**src/rtl/decode_pkg.sv**
```systemverilog
// decode_pkg: shared decode control encodings, the decode_ctrl_t record and ALU helper.
//   Exports PC_*/IMM_*/MEM_*/ALU_*/A_*/B_*/RD_* constants, RV32 opcodes,
//   decode_ctrl_t, DECODE_CTRL_W and alu_base().
package decode_pkg;

    localparam logic [2:0] PC_PLUS4  = 3'd0;
    localparam logic [2:0] PC_JAL    = 3'd1;
    localparam logic [2:0] PC_JALR   = 3'd2;
    localparam logic [2:0] PC_BRANCH = 3'd3;
    localparam logic [2:0] PC_TRAP   = 3'd4;
    localparam logic [2:0] PC_MRET   = 3'd5;

    localparam logic [2:0] IMM_NONE = 3'd0;
    localparam logic [2:0] IMM_I    = 3'd1;
    localparam logic [2:0] IMM_S    = 3'd2;
    localparam logic [2:0] IMM_B    = 3'd3;
    localparam logic [2:0] IMM_U    = 3'd4;
    localparam logic [2:0] IMM_J    = 3'd5;
    localparam logic [2:0] IMM_Z    = 3'd6;

    localparam logic [3:0] MEM_NONE = 4'd0;
    localparam logic [3:0] MEM_LB   = 4'd1;
    localparam logic [3:0] MEM_LH   = 4'd2;
    localparam logic [3:0] MEM_LW   = 4'd3;
    localparam logic [3:0] MEM_LBU  = 4'd4;
    localparam logic [3:0] MEM_LHU  = 4'd5;
    localparam logic [3:0] MEM_SB   = 4'd6;
    localparam logic [3:0] MEM_SH   = 4'd7;
    localparam logic [3:0] MEM_SW   = 4'd8;

    localparam logic [4:0] ALU_ADD    = 5'd0;
    localparam logic [4:0] ALU_SUB    = 5'd1;
    localparam logic [4:0] ALU_SLL    = 5'd2;
    localparam logic [4:0] ALU_SLT    = 5'd3;
    localparam logic [4:0] ALU_SLTU   = 5'd4;
    localparam logic [4:0] ALU_XOR    = 5'd5;
    localparam logic [4:0] ALU_SRL    = 5'd6;
    localparam logic [4:0] ALU_SRA    = 5'd7;
    localparam logic [4:0] ALU_OR     = 5'd8;
    localparam logic [4:0] ALU_AND    = 5'd9;
    localparam logic [4:0] ALU_PASSB  = 5'd10;
    // M-extension ops are laid out as {2'b10, func3} so decode can build them directly.
    localparam logic [4:0] ALU_MUL    = 5'd16;
    localparam logic [4:0] ALU_MULH   = 5'd17;
    localparam logic [4:0] ALU_MULHSU = 5'd18;
    localparam logic [4:0] ALU_MULHU  = 5'd19;
    localparam logic [4:0] ALU_DIV    = 5'd20;
    localparam logic [4:0] ALU_DIVU   = 5'd21;
    localparam logic [4:0] ALU_REM    = 5'd22;
    localparam logic [4:0] ALU_REMU   = 5'd23;

    localparam logic [1:0] A_RS1  = 2'd0;
    localparam logic [1:0] A_PC   = 2'd1;
    localparam logic [1:0] A_ZERO = 2'd2;
    localparam logic       B_RS2  = 1'b0;
    localparam logic       B_IMM  = 1'b1;

    localparam logic [1:0] RD_ALU = 2'd0;
    localparam logic [1:0] RD_MEM = 2'd1;
    localparam logic [1:0] RD_PC4 = 2'd2;
    localparam logic [1:0] RD_CSR = 2'd3;

    localparam logic [6:0] OPC_LUI    = 7'b0110111;
    localparam logic [6:0] OPC_AUIPC  = 7'b0010111;
    localparam logic [6:0] OPC_JAL    = 7'b1101111;
    localparam logic [6:0] OPC_JALR   = 7'b1100111;
    localparam logic [6:0] OPC_BRANCH = 7'b1100011;
    localparam logic [6:0] OPC_LOAD   = 7'b0000011;
    localparam logic [6:0] OPC_STORE  = 7'b0100011;
    localparam logic [6:0] OPC_OP_IMM = 7'b0010011;
    localparam logic [6:0] OPC_OP     = 7'b0110011;
    localparam logic [6:0] OPC_FENCE  = 7'b0001111;
    localparam logic [6:0] OPC_SYSTEM = 7'b1110011;

    localparam logic [31:0] INST_ECALL  = 32'h0000_0073;
    localparam logic [31:0] INST_EBREAK = 32'h0010_0073;
    localparam logic [31:0] INST_MRET   = 32'h3020_0073;

    typedef struct packed {
        logic [2:0]  pc_ctrl;
        logic [2:0]  imm_type;
        logic [3:0]  mem_ctrl;
        logic [4:0]  alu_ctrl;
        logic [1:0]  alu_a_sel;
        logic        alu_b_sel;
        logic        reg_w_en;
        logic [1:0]  reg_rd_sel;
        logic        csr_we;
        logic [2:0]  func3;
        logic [11:0] csr_addr;
        logic [4:0]  rs1;
        logic [4:0]  rs2;
        logic [4:0]  rd;
        logic        rs1_used;
        logic        rs2_used;
        logic        target_en;
        logic        target_jump;
        logic        ebreak;
        logic        ecall;
        logic        mret;
    } decode_ctrl_t;

    localparam int DECODE_CTRL_W = $bits(decode_ctrl_t);

    // Base integer ALU op shared by OP and OP-IMM; alt selects SUB/SRA.
    function automatic logic [4:0] alu_base(input logic [2:0] f3, input logic alt);
        case (f3)
            3'd0:    return alt ? ALU_SUB : ALU_ADD;
            3'd1:    return ALU_SLL;
            3'd2:    return ALU_SLT;
            3'd3:    return ALU_SLTU;
            3'd4:    return ALU_XOR;
            3'd5:    return alt ? ALU_SRA : ALU_SRL;
            3'd6:    return ALU_OR;
            default: return ALU_AND;
        endcase
    endfunction

endpackage

```
**src/rtl/decode_comb.sv**
```systemverilog
// decode_comb: purely combinational RV32I(+M, +Zicsr/MRET) instruction decoder.
//   inst    in  32              raw instruction
//   ctrl    out decode_ctrl_t   control record
//   illegal out 1               encoding is illegal under the enabled extensions
module decode_comb
    import decode_pkg::*;
#(
    parameter bit EN_M   = 1'b1,
    parameter bit EN_CSR = 1'b1
) (
    input  logic [31:0]  inst,
    output decode_ctrl_t ctrl,
    output logic         illegal
);

    logic [6:0] opcode;
    logic [6:0] func7;
    logic [2:0] f3;

    assign opcode = inst[6:0];
    assign func7  = inst[31:25];
    assign f3     = inst[14:12];

    always_comb begin
        ctrl          = '0;
        illegal       = 1'b0;
        ctrl.func3    = f3;
        ctrl.csr_addr = inst[31:20];
        ctrl.rs1      = inst[19:15];
        ctrl.rs2      = inst[24:20];
        ctrl.rd       = inst[11:7];
        case (opcode)
            OPC_LUI: begin
                ctrl.imm_type  = IMM_U;
                ctrl.alu_ctrl  = ALU_PASSB;
                ctrl.alu_a_sel = A_ZERO;
                ctrl.alu_b_sel = B_IMM;
                ctrl.reg_w_en  = 1'b1;
            end
            OPC_AUIPC: begin
                ctrl.imm_type  = IMM_U;
                ctrl.alu_a_sel = A_PC;
                ctrl.alu_b_sel = B_IMM;
                ctrl.reg_w_en  = 1'b1;
            end
            OPC_JAL: begin
                ctrl.pc_ctrl     = PC_JAL;
                ctrl.imm_type    = IMM_J;
                ctrl.alu_a_sel   = A_PC;
                ctrl.alu_b_sel   = B_IMM;
                ctrl.reg_w_en    = 1'b1;
                ctrl.reg_rd_sel  = RD_PC4;
                ctrl.target_en   = 1'b1;
                ctrl.target_jump = 1'b1;
            end
            OPC_JALR: begin
                illegal          = f3 != 3'd0;
                ctrl.pc_ctrl     = PC_JALR;
                ctrl.imm_type    = IMM_I;
                ctrl.alu_b_sel   = B_IMM;
                ctrl.reg_w_en    = 1'b1;
                ctrl.reg_rd_sel  = RD_PC4;
                ctrl.rs1_used    = 1'b1;
                ctrl.target_en   = 1'b1;
                ctrl.target_jump = 1'b1;
            end
            OPC_BRANCH: begin
                illegal        = f3 == 3'd2 || f3 == 3'd3;
                ctrl.pc_ctrl   = PC_BRANCH;
                ctrl.imm_type  = IMM_B;
                ctrl.alu_ctrl  = ALU_SUB;
                ctrl.rs1_used  = 1'b1;
                ctrl.rs2_used  = 1'b1;
                ctrl.target_en = 1'b1;
            end
            OPC_LOAD: begin
                illegal         = f3 == 3'd3 || f3 > 3'd5;
                ctrl.mem_ctrl   = f3 == 3'd0 ? MEM_LB :
                                  f3 == 3'd1 ? MEM_LH :
                                  f3 == 3'd2 ? MEM_LW :
                                  f3 == 3'd4 ? MEM_LBU : MEM_LHU;
                ctrl.imm_type   = IMM_I;
                ctrl.alu_b_sel  = B_IMM;
                ctrl.reg_w_en   = 1'b1;
                ctrl.reg_rd_sel = RD_MEM;
                ctrl.rs1_used   = 1'b1;
            end
            OPC_STORE: begin
                illegal        = f3 > 3'd2;
                ctrl.mem_ctrl  = f3 == 3'd0 ? MEM_SB : f3 == 3'd1 ? MEM_SH : MEM_SW;
                ctrl.imm_type  = IMM_S;
                ctrl.alu_b_sel = B_IMM;
                ctrl.rs1_used  = 1'b1;
                ctrl.rs2_used  = 1'b1;
            end
            OPC_OP_IMM: begin
                // Shift-immediates reuse func7 as an opcode extension; everything else is a plain immediate.
                illegal        = (f3 == 3'd1 && func7 != 7'h00) ||
                                 (f3 == 3'd5 && func7 != 7'h00 && func7 != 7'h20);
                ctrl.alu_ctrl  = alu_base(f3, f3 == 3'd5 && func7[5]);
                ctrl.imm_type  = IMM_I;
                ctrl.alu_b_sel = B_IMM;
                ctrl.reg_w_en  = 1'b1;
                ctrl.rs1_used  = 1'b1;
            end
            OPC_OP: begin
                if (func7 == 7'h01) begin
                    illegal       = !EN_M;
                    ctrl.alu_ctrl = {2'b10, f3};
                end else begin
                    illegal       = !(func7 == 7'h00 || (func7 == 7'h20 && (f3 == 3'd0 || f3 == 3'd5)));
                    ctrl.alu_ctrl = alu_base(f3, func7[5]);
                end
                ctrl.reg_w_en = 1'b1;
                ctrl.rs1_used = 1'b1;
                ctrl.rs2_used = 1'b1;
            end
            OPC_FENCE: begin
                illegal = f3 != 3'd0;
            end
            OPC_SYSTEM: begin
                if (f3 == 3'd0) begin
                    ctrl.ecall   = inst == INST_ECALL;
                    ctrl.ebreak  = inst == INST_EBREAK;
                    ctrl.mret    = EN_CSR && inst == INST_MRET;
                    ctrl.pc_ctrl = ctrl.mret ? PC_MRET : PC_TRAP;
                    illegal      = !(ctrl.ecall || ctrl.ebreak || ctrl.mret);
                end else begin
                    // CSRRS/CSRRC (and immediate forms) with a zero source are read-only accesses.
                    illegal         = !EN_CSR || f3 == 3'd4;
                    ctrl.imm_type   = f3[2] ? IMM_Z : IMM_NONE;
                    ctrl.rs1_used   = !f3[2];
                    ctrl.reg_w_en   = 1'b1;
                    ctrl.reg_rd_sel = RD_CSR;
                    ctrl.csr_we     = f3[1:0] == 2'd1 || inst[19:15] != 5'd0;
                end
            end
            default: illegal = 1'b1;
        endcase
        if (illegal) begin
            ctrl.pc_ctrl     = PC_TRAP;
            ctrl.reg_w_en    = 1'b0;
            ctrl.csr_we      = 1'b0;
            ctrl.mem_ctrl    = MEM_NONE;
            ctrl.target_en   = 1'b0;
            ctrl.target_jump = 1'b0;
            ctrl.ecall       = 1'b0;
            ctrl.ebreak      = 1'b0;
            ctrl.mret        = 1'b0;
        end
        if (ctrl.rd == 5'd0) ctrl.reg_w_en = 1'b0;
    end

endmodule

```
**src/rtl/decode_stage.sv**
```systemverilog
// decode_stage: decode pipeline stage with a DEPTH-entry output FIFO and valid/ready handshakes.
//   clk, rst                      clock, synchronous active-high reset
//   flush_i                       drop buffered entries and any same-cycle input
//   in_valid_i/in_ready_o         upstream handshake for inst_i/pc_i
//   out_valid_o/out_ready_i       downstream handshake for the head entry
//   ctrl_o, pc_o, illegal_o       head entry payload (all zero while empty)
module decode_stage
    import decode_pkg::*;
#(
    parameter bit EN_M   = 1'b1,
    parameter bit EN_CSR = 1'b1,
    parameter int DEPTH  = 2
) (
    input  logic                     clk,
    input  logic                     rst,
    input  logic                     flush_i,
    input  logic                     in_valid_i,
    output logic                     in_ready_o,
    input  logic [31:0]              inst_i,
    input  logic [31:0]              pc_i,
    output logic                     out_valid_o,
    input  logic                     out_ready_i,
    output logic [DECODE_CTRL_W-1:0] ctrl_o,
    output logic [31:0]              pc_o,
    output logic                     illegal_o
);

    localparam int CW = $clog2(DEPTH + 1);
    localparam int PW = $clog2(DEPTH);
    localparam logic [CW-1:0] FULL = CW'(DEPTH);
    localparam logic [PW-1:0] LAST = PW'(DEPTH - 1);

    decode_ctrl_t dec_ctrl;
    logic         dec_illegal;

    decode_comb #(.EN_M(EN_M), .EN_CSR(EN_CSR)) u_decode_comb (
        .inst    (inst_i),
        .ctrl    (dec_ctrl),
        .illegal (dec_illegal)
    );

    decode_ctrl_t  ctrl_mem [DEPTH];
    logic [31:0]   pc_mem   [DEPTH];
    logic          ill_mem  [DEPTH];
    logic [CW-1:0] count;
    logic [PW-1:0] rptr;
    logic [PW-1:0] wptr;
    logic          push;
    logic          pop;

    // Ready comes only from the registered count, so a full buffer cannot accept even while popping.
    assign in_ready_o  = count < FULL;
    assign out_valid_o = count != '0;
    assign push        = in_valid_i && in_ready_o && !flush_i;
    assign pop         = out_valid_o && out_ready_i && !flush_i;

    always_ff @(posedge clk) begin
        if (rst || flush_i) begin
            count <= '0;
            rptr  <= '0;
            wptr  <= '0;
        end else begin
            if (push != pop) count <= push ? count + CW'(1) : count - CW'(1);
            if (push) wptr <= wptr == LAST ? '0 : wptr + PW'(1);
            if (pop) rptr <= rptr == LAST ? '0 : rptr + PW'(1);
        end
    end

    always_ff @(posedge clk) begin
        if (push) begin
            ctrl_mem[wptr] <= dec_ctrl;
            pc_mem[wptr]   <= pc_i;
            ill_mem[wptr]  <= dec_illegal;
        end
    end

    // Payload storage is never reset, so outputs are gated to zero while the buffer is empty.
    assign ctrl_o    = out_valid_o ? ctrl_mem[rptr] : '0;
    assign pc_o      = out_valid_o ? pc_mem[rptr] : '0;
    assign illegal_o = out_valid_o && ill_mem[rptr];

endmodule
```
**config.mk**
```make
export PLATFORM = sky130hd
export DESIGN_NAME = decode_stage
export DESIGN_NICKNAME = d
export VERILOG_FILES = /design/src/rtl/decode_pkg.sv /design/src/rtl/decode_comb.sv /design/src/rtl/decode_stage.sv
export SDC_FILE = /design/constraint.sdc
export NUM_CORES = 1
export LEC_CHECK = 0
export BUFFER_PORTS_ARGS = -buffer_cell sky130_fd_sc_hd__buf_2
export CORE_ASPECT_RATIO = 1.25
export CORE_MARGIN = 10
export CORE_UTILIZATION = 59
export CTS_CLUSTER_SIZE = 28
export DETAILED_ROUTE_END_ITERATION = 7
export PLACE_DENSITY = 0.85
export SLEW_MARGIN = 20
export SYNTH_ARGS = -nofsm -noshare
export SYNTH_HDL_FRONTEND = slang
export SYNTH_SLANG_ARGS = --single-unit
```
**constraint.sdc**
```tcl
create_clock -name clk -period 21.6 [get_ports clk]
set_input_delay 3.24 -clock clk [delete_from_list [all_inputs] [get_ports clk]]
set_output_delay 3.24 -clock clk [all_outputs]
set_load 0.05 [all_outputs]
```
==> run summary, run 1 <==
hpwl dp: 11700 um
post-synthesis sequential area ratio: 69.7%
final wirelength: 16900 um
worst-margin pin slew: 1.03 ns
mean instance size in the synthesized netlist: 13.9 sq um
maximum clock path buffer count: 2
class of the tightest hold or removal check: flip-flop to flip-flop
Post-Synthesis Net Count: 618
Final min period: 5.86 ns
ant diodes: 0
synthesized area: 7630 sq um
capturing instance or port of the critical path: ctrl_o[52]
R2R depth: 4
delay of the slowest cell on the worst path: 0.86 ns
deepest level of the CTS H-tree: 4
Root Buffer Master: sky130_fd_sc_hd__clkbuf_16
vias after detailed routing: 4998
Post-CTS Hold Fix Bufs: 0
layout overhead on the synthesized area: 19.3%
worst hold slack: 0.570 ns
CP Buf/Inv Count: 2
setup repair after global routing missed its margin: no
critical path start-end classification: flip-flop to output pin
y dimension of the die: 147 um
wire length of the first global-routing pass: 26900 um
number of instances in the synthesized netlist: 549
fraction of final layout cells with drive strength greater than 1: 29.1%
GRT overflow: 0
DIE WIDTH: 122 um
share of flip-flops with an asynchronous set or reset: 0%
Sum Neg Setup Slack: 0 ns
maximum capacitance violations: 0
global-route total usage across every layer: 19.2%
setup repair bufs after CTS: 0
maximum clock skew at final layout: 0.0144 ns
clock-pin slew of the registers on the worst-case setup and hold paths: 0.06 ns
capture instance of the worst register-to-register path: ctrl_mem[1][54]
worst reg-to-reg setup slack: 19.68 ns
violation count after the first detailed-routing iteration: 349
crit path max-delay cell type: sky130_fd_sc_hd__buf_4
total clock buffers created by CTS: 17
Fin. Hold Viols: 0
Rel. slew slack: 31.0%
Post-synth EDFFs: 174
Yosys reg bits: 179
remaining number of nets flagged by the antenna check after routing: 0
final setup violation count: 0
Post-layout nets: 769
outcome: finished, final reports clean
count of warnings emitted by yosys: 0
pin count of the biggest net entering global routing: 61
Gates resized, CTS repair: 0
logic depth of the worst setup path including buffers: 4
IO Pins: 163
CTS tree: done
GP Congestion: 0.885
largest fanout on the critical path: 60
clock latency reported for the late side of the worst-skew pair: 0.43 ns
floorplan die area: 17900 sq um
final count of pins violating max slew: 0
number of iterations in the first detailed-routing pass: 5
portion of the clock cycle consumed by the worst path in the final layout: 27.1%
clk sink count: 179
number of vias per cell after detailed routing: 5.68
CP required: 18.36 ns
detailed-route DRC error count: 0
number of placement rows: 46
average wire length per cell after detail routing: 19.2 um
cell leakage power: 3.38 nW
post-layout utilization of the core: 71.9%
Critical Path Source Type: flip-flop
cells along the critical path: buf_4 > mux2i_1 > nor2_1 > buf_2
family with the most delay on the worst path: buffers and inverters
count of port buffers added during placement: 162
antenna violations before repair: 1
Max VDD drop: 51.2 uV
area of the core: 12700 sq um
startpoint of the lowest-slack register-to-register path: count[1]
nature of the critical path endpoint: output pin
Starting Density: 60.3%
power density normalized to cell area: 82.3 nW/um^2
count of unique library cells instantiated by Yosys: 56
vias in the first global route: 5311
Max Clk Rate: 171 MHz
commonest non-fill, non-tap cell in the layout: sky130_fd_sc_hd__edfxtp_1
data arrival time at the worst-slack endpoint: 2.61 ns
commonest cells after routing, fill and taps aside: 174 x sky130_fd_sc_hd__edfxtp_1, 162 x sky130_fd_sc_hd__buf_2, 110 x sky130_fd_sc_hd__nor2_1
most used flip-flop cell after synthesis: sky130_fd_sc_hd__edfxtp_1
-- cell families after synthesis --
kind of cell	after synthesis	share of synthesized area, %
XOR/XNOR	5	0.574
AO/OA/AOI/OAI	47	4.26
multiplexers	87	11.4
buffers and inverters	42	2.33
AND/OR/NAND/NOR	189	11.7
flip-flops	179	69.7
-- cell usage after synthesis (6+ instances only) --
library cell	instances	share of area, %
sky130_fd_sc_hd__edfxtp_1	174	68
sky130_fd_sc_hd__nor2_1	111	5.5
sky130_fd_sc_hd__mux2i_1	87	11
sky130_fd_sc_hd__clkbuf_1	20	0.98
sky130_fd_sc_hd__nand2_1	17	0.84
sky130_fd_sc_hd__nor3_1	14	0.92
sky130_fd_sc_hd__a21oi_1	11	0.72
sky130_fd_sc_hd__buf_1	10	0.49
sky130_fd_sc_hd__o21ai_0	10	0.66
sky130_fd_sc_hd__inv_1	6	0.29
sky130_fd_sc_hd__nor2b_1	6	0.49
-- worst min-delay path, delay by kind of cell (launching register included) --
kind	cells	cell delay [ns]
XOR/XNOR	1	0.08
AND/OR/NAND/NOR	1	0.12
flip-flops	1	0.32
-- where the power goes --
part	total (mW)	switching (mW)	internal [mW]
registers	0.394	0.00303	0.391
logic	0.0748	0.0555	0.0193
clock network	0.280	0.123	0.158
-- routing by layer --
layer | share of wire, % | track usage [%] | up-vias
li1 | - | - | 2346
met1 | 39 | 21.3 | 2400
met2 | 51 | 32.9 | 213
met3 | 7.9 | 5.87 | 37
met4 | 2.3 | 8.24 | 2
met5 | 0.047 | 0 | -
-- cell type report --
cell class	count	area (sq um)
sequential	179	5330
fill	888	3550
multi-input combinational	328	2150
timing repair buffer	168	856
clock buffer	18	429
tap	168	210
clock inverter	13	111
inverter	6	22.5
-- worst min path at each step --
stage               startpoint   endpoint  slack (ns)  cells past startpoint
finish                    rptr       rptr        0.57                      2
global route              rptr       rptr        0.64                      2
CTS                       rptr       rptr        0.57                      2
detailed placement        rptr       rptr        0.56                      2
global placement          rptr       rptr        0.54                      2
floorplan                 rptr  flip-flop        0.52                      2
-- metrics by stage --
stage | setup slack [ns] | instances | instance area (sq um) | power, mW
2_1_floorplan | 11.21 | 549 | 7630 | 0.454
3_3_place_gp | 15.91 | 849 | 8570 | 0.474
3_5_place_dp | 15.88 | 849 | 8570 | 0.477
4_1_cts | 15.70 | 880 | 9110 | 0.755
5_1_grt | 15.57 | 880 | 9110 | 0.777
6_report | 15.75 | 880 | 9110 | 0.749
-- registers in the layout (all words and copies together) (netlist names), named ones only --
name	cells
ill_mem	2
count	2
pc_mem	64
wptr	1
rptr	1
ctrl_mem	108
No activity file was read; power rests on OpenSTA's default activity.
==> run 2: changes to the inputs <==
--- a/config.mk
+++ b/config.mk
@@ -5,13 +5,14 @@
 export SDC_FILE = /design/constraint.sdc
 export NUM_CORES = 1
 export LEC_CHECK = 0
+export ABC_AREA = 1
 export BUFFER_PORTS_ARGS = -buffer_cell sky130_fd_sc_hd__buf_2
 export CORE_ASPECT_RATIO = 1.25
 export CORE_MARGIN = 10
-export CORE_UTILIZATION = 59
+export CORE_UTILIZATION = 49
 export CTS_CLUSTER_SIZE = 28
 export DETAILED_ROUTE_END_ITERATION = 7
-export PLACE_DENSITY = 0.85
+export PLACE_DENSITY = 0.76
 export SLEW_MARGIN = 20
 export SYNTH_ARGS = -nofsm -noshare
 export SYNTH_HDL_FRONTEND = slang
==> constraint.sdc (replaced) <==
create_clock -name clk -period 5.2 [get_ports clk]
set_input_delay 0.78 -clock clk [delete_from_list [all_inputs] [get_ports clk]]
set_output_delay 0.78 -clock clk [all_outputs]
set_load 0.05 [all_outputs]
==> run summary, run 2 <==
CTS tree: done
Max Clk Rate: 303 MHz
Post-Synthesis Net Count: 778
portion of the clock cycle consumed by the worst path in the final layout: 63.5%
setup repair bufs after CTS: 0
setup repair after global routing missed its margin: no
power density normalized to cell area: 360 nW/um^2
maximum capacitance violations: 0
largest area contributor in the netlist: sky130_fd_sc_hd__edfxtp_1
register with the most flip-flops: ctrl_mem
Max VDD drop: 272 uV
family with the most delay on the worst path: buffers and inverters
GRT overflow: 0
Sum Neg Setup Slack: 0 ns
CP required: 4.42 ns
largest cells by area after synthesis: sky130_fd_sc_hd__edfxtp_1 69%, sky130_fd_sc_hd__nand2_1 11%, sky130_fd_sc_hd__a21oi_1 6.1%
pin count of the biggest net entering global routing: 47
vias after detailed routing: 5539
placed instance area: 8630 sq um
Fin. Hold Viols: 0
leading post-synthesis cells by instance count: 232 x sky130_fd_sc_hd__nand2_1, 174 x sky130_fd_sc_hd__edfxtp_1, 92 x sky130_fd_sc_hd__a21oi_1
data arrival time at the worst-slack endpoint: 2.52 ns
most used flip-flop cell after synthesis: sky130_fd_sc_hd__edfxtp_1
Post-synth EDFFs: 174
delay of the slowest cell on the worst path: 0.65 ns
Final min period: 3.30 ns
total clock buffers created by CTS: 17
final count of pins violating max slew: 0
worst hold slack: 0.476 ns
floorplan die area: 20900 sq um
final setup violation count: 0
commonest cells after routing, fill and taps aside: 232 x sky130_fd_sc_hd__nand2_1, 174 x sky130_fd_sc_hd__edfxtp_1, 162 x sky130_fd_sc_hd__buf_2
cells along the critical path: inv_2 > buf_4 > nand2_1 > a21oi_1 > buf_2
nature of the critical path endpoint: output pin
Post-layout nets: 935
most repeated cell in the gate-level netlist after synthesis: sky130_fd_sc_hd__nand2_1
maximum clock skew at final layout: 0.00704 ns
final wirelength: 18300 um
number of placement rows: 50
deepest level of the CTS H-tree: 4
worst-margin pin slew: 1.05 ns
DIE WIDTH: 131 um
count of unique library cells instantiated by Yosys: 29
maximum clock path buffer count: 2
share of flip-flops with an asynchronous set or reset: 0%
post-synthesis sequential area ratio: 70.0%
average wire length per cell after detail routing: 16.9 um
mean instance size in the synthesized netlist: 10.7 sq um
global-route total usage across every layer: 17.3%
ant diodes: 0
number of vias per cell after detailed routing: 5.10
vias in the first global route: 5467
largest registers: ctrl_mem x108, pc_mem x64
detailed-route DRC error count: 0
class of the tightest hold or removal check: flip-flop to flip-flop
clock latency reported for the late side of the worst-skew pair: 0.42 ns
layout overhead on the synthesized area: 22.4%
Starting Density: 50.3%
Rel. slew slack: 29.6%
count of port buffers added during placement: 162
remaining number of nets flagged by the antenna check after routing: 0
Gates resized, CTS repair: 0
count of warnings emitted by yosys: 0
Largest register FFs: 108
fraction of final layout cells with drive strength greater than 1: 26.0%
Post-CTS Hold Fix Bufs: 0
Root Buffer Master: sky130_fd_sc_hd__clkbuf_16
clk sink count: 179
wire length of the first global-routing pass: 28900 um
share of Yosys cell area claimed by the top area cell type: 68.7%
Filler Cell Count: 1235
GP Congestion: 0.931
number of iterations in the first detailed-routing pass: 5
area of the core: 15100 sq um
y dimension of the die: 159 um
violation count after the first detailed-routing iteration: 413
largest fanout on the critical path: 46
number of instances in the synthesized netlist: 709
Yosys reg bits: 179
synthesized area: 7610 sq um
crit path max-delay cell type: sky130_fd_sc_hd__inv_2
cell leakage power: 3.93 nW
commonest non-fill, non-tap cell in the layout: sky130_fd_sc_hd__nand2_1
IO Pins: 163
hpwl dp: 12700 um
outcome: finished, final reports clean
antenna violations before repair: 0
fin area: 9310 sq um
Critical Path Source Type: flip-flop
clock-pin slew of the registers on the worst-case setup and hold paths: 0.06 ns
CP Buf/Inv Count: 3
critical path start-end classification: flip-flop to output pin
## run 2: worst paths after layout
kind	startpoint	slack, ns	end	depth (start not counted)
max	flip-flop	1.90	ctrl_o[41]	5
min	rptr	0.48	flip-flop	2
max reg2reg	count[1]	2.84	ctrl_mem[0][49]	4
min reg2reg	rptr	0.48	flip-flop	2
## run 2: cell families after synthesis
group | synth area share (%)
AOI/OAI and AO/OA | 7.53
buffers and inverters | 4.31
and+or+nand+nor | 18.2
DFF | 70.0
## run 2: area by class of cell
class                           instances  area [sq um]  area share, %
Multi-Input combinational cell        449          1980           21.3
Sequential cell                       179          5330           57.2
Timing Repair Buffer                  172           886           9.51
Clock inverter                         13           254           2.73
Clock buffer                           18           429           4.61
Inverter                               47           176           1.89
Tap cell                              208           260           2.79
## run 2: power by group
part	internal [mW]	total [mW]	switching, mW
logic	0.0629	0.268	0.205
registers	1.61	1.62	0.00944
clock network	0.949	1.46	0.515
total	2.63	3.36	0.730
## run 2: metal layers
layer  track usage (%)  vias to the layer above  wire length, um
met1              20.7                     2599             7580
li1                  -                     2716                -
met3              5.36                       33             1240
met5                 0                        -                0
met4              6.33                        0              438
met2              28.7                      191             9070
## run 2: worst min-delay path, delay by kind of cell (launching register included)
kind                   cells  cell delay, ns
AOI/OAI and AO/OA          1            0.06
buffers and inverters      1            0.08
DFF                        1            0.30
## run 2: stage by stage
stage	setup WS (ns)	utilization (%)	std cells	total power, mW
floorplan	-0.00750	-	709	1.83
global placement	2.32	57.0	1055	1.92
detailed placement	2.25	57.0	1055	1.92
CTS	1.84	61.5	1086	3.38
global route	1.69	61.5	1086	3.47
finish	1.90	61.5	1086	3.36
==> run 3: changes to the inputs <==
==> constraint.sdc (replaced) <==
create_clock -name clk -period 2.7 [get_ports clk]
set_input_delay 0.405 -clock clk [delete_from_list [all_inputs] [get_ports clk]]
set_output_delay 0.405 -clock clk [all_outputs]
set_load 0.05 [all_outputs]
==> run summary, run 3 (synthesis results as in run 2) <==
power consumption: 6.29 mW
Largest register FFs: 108
GR peak layer: met2
start point of the worst hold path: pc_i[4]
class of the tightest hold or removal check: primary input to flip-flop
portion of the clock cycle consumed by the worst path in the final layout: 89.9%
clock-pin slew of the registers on the worst-case setup and hold paths: 0.07 ns
cell leakage power: 3.95 nW
commonest cells after routing, fill and taps aside: 232 x sky130_fd_sc_hd__nand2_1, 174 x sky130_fd_sc_hd__edfxtp_1, 162 x sky130_fd_sc_hd__buf_2
nature of the critical path endpoint: output pin
largest fanout on the critical path: 46
Filler Cell Count: 1239
count of port buffers added during placement: 162
final setup violation count: 0
capture instance of the worst register-to-register path: ctrl_mem[1][34]
fin area: 9360 sq um
Rel. slew slack: 65.4%
setup repair bufs after CTS: 0
fraction of final layout cells with drive strength greater than 1: 26.4%
total clock buffers created by CTS: 17
met2 usage in global routing: 29.6%
vias in the first global route: 5538
setup repair after global routing missed its margin: no
CP required: 2.30 ns
clk sink count: 179
y dimension of the die: 159 um
layout overhead on the synthesized area: 23.0%
violation count after the first detailed-routing iteration: 520
hpwl dp: 12500 um
detailed-route DRC error count: 0
largest registers: ctrl_mem x108, pc_mem x64
worst reg-to-reg setup slack: 1.00 ns
Fin. Hold Viols: 0
Max VDD drop: 477 uV
deepest level of the CTS H-tree: 4
Max Clk Rate: 412 MHz
number of iterations in the first detailed-routing pass: 6
met1 Resource Use GR: 20.7%
critical path start-end classification: flip-flop to output pin
maximum clock skew at final layout: 0.0189 ns
number of placement rows: 50
worst-margin pin slew: 0.518 ns
wire length of the first global-routing pass: 29200 um
final count of pins violating max slew: 0
Post-layout nets: 935
Root Buffer Master: sky130_fd_sc_hd__clkbuf_16
met3 layer usage reported by global route: 5.33%
Final min period: 2.43 ns
power density normalized to cell area: 672 nW/um^2
remaining number of nets flagged by the antenna check after routing: 0
GP Congestion: 0.915
GRT overflow: 0
area of the core: 15100 sq um
register with the most flip-flops: ctrl_mem
Starting Density: 50.3%
CTS tree: done
vias after detailed routing: 5546
number of vias per cell after detailed routing: 5.10
IO Pins: 163
clock latency reported for the late side of the worst-skew pair: 0.43 ns
capturing instance or port of the critical path: ctrl_o[57]
commonest non-fill, non-tap cell in the layout: sky130_fd_sc_hd__nand2_1
Critical Path Source Type: flip-flop
worst hold slack: 0.160 ns
maximum capacitance violations: 0
antenna violations before repair: 0
placed instance area: 8720 sq um
R2R depth: 4
Gates resized, CTS repair: 0
global-route total usage across every layer: 17.5%
startpoint of the lowest-slack register-to-register path: count[1]
final wirelength: 18600 um
maximum clock path buffer count: 2
data arrival time at the worst-slack endpoint: 2.02 ns
average wire length per cell after detail routing: 17.1 um
Post-CTS Hold Fix Bufs: 0
pin count of the biggest net entering global routing: 88
floorplan die area: 20900 sq um
ant diodes: 0
outcome: finished, final reports clean
DIE WIDTH: 131 um
## run 3: worst min path at each step
stage,cells after the start,end
4_1_cts,1,pc_mem[0][7]
3_3_place_gp,2,flip-flop
5_1_grt,1,pc_mem[0][9]
2_1_floorplan,2,flip-flop
6_report,1,pc_mem[0][4]
3_5_place_dp,2,flip-flop
## run 3: report_power, final
part	leakage, nW	switching, mW	internal [mW]
combinational	1.89	0.398	0.130
clock	0.310	1.06	1.58
sequential	1.75	0.0152	3.11
total	3.95	1.48	4.81
## run 3: stage by stage
step                      TNS (ns)  util, %  worst slack, ns  cells
after floorplan            -165.34        -           -0.955    709
after global placement           0     57.6            0.697   1055
after detailed placement         0     57.6            0.727   1055
after CTS                        0     61.8            0.260   1087
after global routing             0     61.8            0.166   1087
final                            0     61.8            0.273   1087
## run 3: final cells by class
cell class / count / area, sq um / share of cell area, %
sequential: 179 / 5330 / 56.9
clock inverter: 15 / 215 / 2.30
multi-input combinational: 449 / 1980 / 21.1
timing repair buffer: 172 / 973 / 10.4
clock buffer: 17 / 425 / 4.55
inverter: 47 / 176 / 1.89
tap: 208 / 260 / 2.78
## run 3: layer usage
layer / up-vias / part of all wire [%]
met4: 0 / 1.6
met5: - / 0
met2: 189 / 51
li1: 2721 / -
met1: 2617 / 41
met3: 19 / 6.5
## run 3: critical path, cell delays in order, from the launching register on
cell	delay [ns]
sky130_fd_sc_hd__dfxtp_4	0.35
sky130_fd_sc_hd__inv_2	0.34
sky130_fd_sc_hd__buf_12	0.28
sky130_fd_sc_hd__nand2_1	0.08
sky130_fd_sc_hd__a21oi_1	0.19
sky130_fd_sc_hd__buf_2	0.30
